--- config.mk ---
export PLATFORM = sky130hd
export DESIGN_NAME = if_id_fetch_flat
export DESIGN_NICKNAME = d
export VERILOG_FILES = /design/src/rtl/riscv_pkg.sv /design/src/rtl/if_id_fetch_if.sv /design/src/rtl/program_counter.sv /design/src/rtl/if_id_fetch.sv /design/src/flat_wrapper.sv
export SDC_FILE = /design/constraint.sdc
export NUM_CORES = 1
export LEC_CHECK = 0
export BUFFER_PORTS_ARGS = -buffer_cell sky130_fd_sc_hd__buf_2
export CORE_MARGIN = 4
export CORE_UTILIZATION = 53
export DETAILED_ROUTE_END_ITERATION = 6
export PLACE_DENSITY = 0.86
export SLEW_MARGIN = 20
export SYNTH_ARGS = -nofsm -noshare
export SYNTH_HDL_FRONTEND = slang
export SYNTH_SLANG_ARGS = --single-unit
--- constraint.sdc ---
create_clock -name clk -period 3.3 [get_ports clk]
set_input_delay 0.33 -clock clk [delete_from_list [all_inputs] [get_ports clk]]
set_output_delay 0.33 -clock clk [all_outputs]
set_load 0.02 [all_outputs]
--- src/rtl/riscv_pkg.sv ---
// Shared RV64 pipeline types and constants.
// Used by fetch, decode and the ID/EX register.
package riscv_pkg;

  localparam int XLEN = 64;
  localparam int ILEN = 32;
  localparam int REGW = 5;

  localparam logic [ILEN-1:0] NOP_INSTR = 32'h00000013;

  localparam int RS1_LSB = 15;
  localparam int RS2_LSB = 20;
  localparam int RD_LSB  = 7;

  typedef struct packed {
    logic [XLEN-1:0] addr;
    logic [ILEN-1:0] instr;
    logic            valid;
    logic [REGW-1:0] rs1;
    logic [REGW-1:0] rs2;
    logic [REGW-1:0] rd;
  } if_id_t;

  function automatic if_id_t mk_if_id(
    input logic [XLEN-1:0] addr,
    input logic [ILEN-1:0] instr,
    input logic            valid
  );
    if_id_t r;
    r.addr  = addr;
    r.instr = instr;
    r.valid = valid;
    r.rs1   = instr[RS1_LSB +: REGW];
    r.rs2   = instr[RS2_LSB +: REGW];
    r.rd    = instr[RD_LSB +: REGW];
    return r;
  endfunction

endpackage

--- src/rtl/if_id_fetch_if.sv ---
// Fetch-stage bus: hazard controls, imem port
// and the IF/ID outputs consumed by decode.
interface if_id_fetch_if;
  import riscv_pkg::*;

  logic            stall;
  logic            flush;
  logic [XLEN-1:0] branch_target;
  logic [XLEN-1:0] imem_addr;
  logic [ILEN-1:0] imem_rdata;
  logic [XLEN-1:0] Instruction_address_out;
  logic [ILEN-1:0] Instruction_out;
  logic            valid_out;
  logic [REGW-1:0] rs1_out;
  logic [REGW-1:0] rs2_out;
  logic [REGW-1:0] rd_out;

  modport slave (
    input  stall, flush, branch_target, imem_rdata,
    output imem_addr, Instruction_address_out,
    output Instruction_out, valid_out,
    output rs1_out, rs2_out, rd_out
  );

  modport master (
    output stall, flush, branch_target, imem_rdata,
    input  imem_addr, Instruction_address_out,
    input  Instruction_out, valid_out,
    input  rs1_out, rs2_out, rd_out
  );

endinterface

--- src/rtl/program_counter.sv ---
// PC register with next-PC mux.
// Priority: reset > flush > stall > +4.
module program_counter
  import riscv_pkg::*;
#(
  parameter logic [XLEN-1:0] RESET_PC = '0
) (
  input  logic            clk,
  input  logic            reset,
  input  logic            stall,
  input  logic            flush,
  input  logic [XLEN-1:0] branch_target,
  output logic [XLEN-1:0] pc
);

  always_ff @(posedge clk) begin
    if (!reset)
      pc <= RESET_PC;
    else if (flush)
      pc <= branch_target;
    else if (!stall)
      pc <= pc + 64'd4;
  end

endmodule

--- src/rtl/if_id_fetch.sv ---
// Fetch stage: owns the PC, drives imem,
// and holds the IF/ID pipeline register.
module if_id_fetch
  import riscv_pkg::*;
#(
  parameter logic [XLEN-1:0] RESET_PC  = 64'h0,
  parameter logic [ILEN-1:0] NOP_INSTR = riscv_pkg::NOP_INSTR
) (
  input logic          clk,
  input logic          reset,
  if_id_fetch_if.slave bus
);

  logic [XLEN-1:0] pc;
  if_id_t          q;

  program_counter #(
    .RESET_PC(RESET_PC)
  ) u_pc (
    .clk          (clk),
    .reset        (reset),
    .stall        (bus.stall),
    .flush        (bus.flush),
    .branch_target(bus.branch_target),
    .pc           (pc)
  );

  // Bubble and real entries share one constructor
  always_ff @(posedge clk) begin
    if (!reset)
      q <= mk_if_id('0, NOP_INSTR, 1'b0);
    else if (bus.flush)
      q <= mk_if_id('0, NOP_INSTR, 1'b0);
    else if (!bus.stall)
      q <= mk_if_id(pc, bus.imem_rdata, 1'b1);
  end

  assign bus.imem_addr               = pc;
  assign bus.Instruction_address_out = q.addr;
  assign bus.Instruction_out         = q.instr;
  assign bus.valid_out               = q.valid;
  assign bus.rs1_out                 = q.rs1;
  assign bus.rs2_out                 = q.rs2;
  assign bus.rd_out                  = q.rd;

endmodule

--- src/flat_wrapper.sv ---
// flat-port wrapper written by rule: the top's interface ports become plain ports
module if_id_fetch_flat import riscv_pkg::*;
#(
  parameter logic [XLEN-1:0] RESET_PC  = 64'h0,
  parameter logic [ILEN-1:0] NOP_INSTR = riscv_pkg::NOP_INSTR
)
  (clk, reset, bus_stall, bus_flush, bus_branch_target, bus_imem_rdata, bus_imem_addr, bus_Instruction_address_out, bus_Instruction_out, bus_valid_out, bus_rs1_out, bus_rs2_out, bus_rd_out);
  if_id_fetch_if bus_i ();
  input logic clk;
  input logic reset;
  input wire logic [$bits(bus_i.stall)-1:0] bus_stall;
  input wire logic [$bits(bus_i.flush)-1:0] bus_flush;
  input wire logic [$bits(bus_i.branch_target)-1:0] bus_branch_target;
  input wire logic [$bits(bus_i.imem_rdata)-1:0] bus_imem_rdata;
  output wire logic [$bits(bus_i.imem_addr)-1:0] bus_imem_addr;
  output wire logic [$bits(bus_i.Instruction_address_out)-1:0] bus_Instruction_address_out;
  output wire logic [$bits(bus_i.Instruction_out)-1:0] bus_Instruction_out;
  output wire logic [$bits(bus_i.valid_out)-1:0] bus_valid_out;
  output wire logic [$bits(bus_i.rs1_out)-1:0] bus_rs1_out;
  output wire logic [$bits(bus_i.rs2_out)-1:0] bus_rs2_out;
  output wire logic [$bits(bus_i.rd_out)-1:0] bus_rd_out;
  assign bus_i.stall = bus_stall;
  assign bus_i.flush = bus_flush;
  assign bus_i.branch_target = bus_branch_target;
  assign bus_i.imem_rdata = bus_imem_rdata;
  assign bus_imem_addr = bus_i.imem_addr;
  assign bus_Instruction_address_out = bus_i.Instruction_address_out;
  assign bus_Instruction_out = bus_i.Instruction_out;
  assign bus_valid_out = bus_i.valid_out;
  assign bus_rs1_out = bus_i.rs1_out;
  assign bus_rs2_out = bus_i.rs2_out;
  assign bus_rd_out = bus_i.rd_out;
  if_id_fetch #(.RESET_PC(RESET_PC), .NOP_INSTR(NOP_INSTR)) u_core (.clk(clk), .reset(reset), .bus(bus_i));
endmodule
==> impl_metrics.py <==
metrics = {
    "status": {
        "status": "completed",
    },
    "logic_synthesis": {
        "synth_seq_area_share_pct": 44.7,
        "syn_nets": 889,
        "synthCells": 788,
        "ys_types": 49,
        "synthTopCellsByArea": "dfxtp_1 (45%), mux2i_1 (14%), nor2_1 (6.8%)",
        "ys.flop_type": "dfxtp_1",
        "avgSynthCellArea_sq_um": 9.15,
        "yosysWarnings": 0,
        "netlist_area_sq_um": 7210,
        "synthArstFlopShare_pct": 0,
        "yosysTopAreaCell": "dfxtp_1",
        "ys_ff_latch": 161,
        "synth-edff-count": 0,
        "yosysTopAreaCellShare_pct": 44.7,
    },
    "floorplanning": {
        "dieArea_sq_um": 15500,
        "rows": 42,
        "io_pins": 276,
        "dieWidth_um": 125,
        "initial_utilization_pct": 54.2,
        "die_y_um": 125,
        "coreArea_sq_um": 13300,
    },
    "final_layout": {
        "fin_cells": 1213,
        "fin_util_pct": 68.9,
        "fin_nets": 1125,
        "fillers": 1029,
        "final_cell_area_sq_um": 9160,
        "drive_gt1_share_pct": 31.7,
        "areaGrowthSynthToFinish_pct": 27.1,
        "diodes": 0,
    },
    "global_routing": {
        "antenna_found_initial": 0,
        "gr-total-overflow": 0,
        "grt_usage_pct": 26.6,
        "grt_pass1_vias": 6590,
        "grt_pass1_wl_um": 33700,
        "grt_max_degree": 103,
    },
    "cts": {
        "clk_pin_slew_ns": 0.06,
        "ctsHoldBuffers": 0,
        "tritoncts": "yes",
        "clk_latency_ns": 0.42,
        "cts_sinks": 161,
        "cts_setup_buffers": 0,
        "ctsHtreeMaxLevel": 4,
        "cts_resized": 0,
        "numCtsBuffers": 17,
        "cts_buffer_depth": 2,
        "cts_root_buf": "clkbuf_16",
    },
    "sta": {
        "slew_headroom_pct": 24.5,
        "fin_skew_ns": 0.00671,
        "setup_tns_ns": 0,
        "fin_crit_ns": 2.61,
        "max_freq_ghz": 0.383,
        "hold_viol": 0,
        "worst_pin_slew_ns": 1.13,
        "rsz0062_at_grt": "no",
        "finalSetupViolations": 0,
        "slew_viol_final": 0,
        "post-route-period-util_pct": 79.0,
    },
    "critical_path": {
        "cp.arrival_ns": 2.96,
        "cp-start-kind": "flip-flop",
        "crit_fanout": 11,
        "end_kind": "flip-flop",
        "critPathKind": "flip-flop to flip-flop",
        "crit_required_ns": 3.65,
    },
    "pwr": {
        "p_switching_mw": 1.21,
        "power_frac_clock_pct": 43.0,
        "p_leak_nw": 4.26,
        "p_int_mw": 3.50,
        "p_total_mw": 4.71,
        "seqPwrFrac_pct": 45.4,
        "power.share.switching_pct": 25.8,
        "p_per_area_nw_per_um2": 515,
        "peakVddDrop_v": 0.000323,
        "power_frac_comb_pct": 11.6,
    },
    "drt": {
        "vias": 6823,
        "via_per_inst": 5.62,
        "routedWlPerCell_um": 17.6,
        "firstDrtPassIters": 5,
        "ant_nets": 0,
        "drc_errors": 0,
        "drtIter0Drc": 466,
        "routed_wl_um": 21300,
    },
    "placed_design": {
        "post_dp_cell_area_sq_um": 8550,
        "place_hpwl_um": 15000,
        "place.gp.congestion": 0.832,
        "placed_cells": 1181,
        "numPortBuffers": 275,
    },
    "flow_run": {
        "cap_violations": 0,
    },
    "hold_path": {
        "holdCritPathClass": "input pin to flip-flop",
    },
}
-- per-stage QoR --
stage          hold WS [ns]  worst slack, ns
6_report              0.132            0.692
5_1_grt               0.119            0.452
4_1_cts               0.117            0.648
3_5_place_dp          0.441            0.706
3_3_place_gp          0.435            0.827
2_1_floorplan         0.472             1.08
-- cells in the final DEF (no fill, tap or decap), drive strengths merged, types with 5 or more instances in the layout --
master    n
buf     283
dfxtp   161
nor2    131
mux2i   101
o21ai    36
nand4    29
nand2    29
nand3    28
xor2     25
clkbuf   24
a21oi    19
a31oi    18
a211oi   17
xnor2    13
and3     12
inv      12
or4      12
and4     11
nor3     10
o31ai    10
nor4     10
and2      8
or3       6
nor2b     5
-- logic make-up after synthesis --
kind of cell	after synthesis	share of synthesized area [%]
buffers and inverters	77	5.30
XOR/XNOR	38	4.62
flip-flops	161	44.7
AND/OR/NAND/NOR	299	21.6
adder cells (fa/ha/maj)	1	0.174
AO/OA/AOI/OAI	111	9.60
multiplexers	101	14.0
-- state kept, by name, summed over array words and instances, names as in the netlist --
register	cells
u_core.bus.Instruction_address_out	64
u_core.u_pc.pc	64
u_core.bus.valid_out	1
u_core.bus.Instruction_out	32
-- Yosys cell counts, types with 11 or more instances --
cell      instances
a211oi_1         17
a21oi_1          19
a31oi_1          18
and3_1           11
buf_1            15
buf_4            15
clkbuf_1         28
dfxtp_1         161
inv_1            11
mux2i_1         101
nand2_1          29
nand3_1          26
nand4_1          28
nor2_1          131
o21ai_0          36
xnor2_1          13
xor2_1           25
-- metal layers --
metal	global-route usage [%]	part of all wire (%)	vias up
met2	43.7	47	311
met5	0	0	-
met4	11.3	2.9	0
li1	-	-	3276
met1	33.1	42	3184
met3	6.99	7.9	52
-- path summary, 6_finish.rpt --
kind / start / endpoint / slack, ns / cells after the start
max: u_core.u_pc.pc[21]$_SDFFE_PN0N_ / u_core.u_pc.pc[47]$_SDFFE_PN0N_ / 0.69 / 5
min: bus_imem_rdata[4] / u_core.bus.Instruction_out[4]$_SDFFE_PP1N_ / 0.13 / 3
max reg2reg: u_core.u_pc.pc[21]$_SDFFE_PN0N_ / u_core.u_pc.pc[47]$_SDFFE_PN0N_ / 0.69 / 5
min reg2reg: u_core.bus.valid_out$_SDFFE_PP0N_ / u_core.bus.valid_out$_SDFFE_PP0N_ / 0.45 / 2
-- critical path, cell delays in order, from the launching register on --
cell and delay [ns]:
dfxtp_1 0.45, nand3_1 0.26, nor4_4 0.63, nand3_1 0.45, or4_1 0.58, a31oi_1 0.17
-- layout make-up --
class / instances / area, sq um / area share, %
Clock buffer: 24 / 482 / 5.26
Sequential cell: 161 / 3220 / 35.2
Tap cell: 176 / 220 / 2.40
Clock inverter: 8 / 126 / 1.38
Timing Repair Buffer: 283 / 1460 / 15.9
Inverter: 11 / 41.3 / 0.451
Multi-Input combinational cell: 550 / 3610 / 39.4
-- power by group through the flow --
stage	logic [mW]	clock network [mW]	registers, mW
2_1_floorplan	0.261	0	2.25
3_5_place_dp	0.542	0	2.18
4_1_cts	0.549	2.05	2.14
3_3_place_gp	0.536	0	2.17
5_1_grt	0.591	2.14	2.15
6_report	0.548	2.03	2.14
No activity file was read; power rests on OpenSTA's default activity.
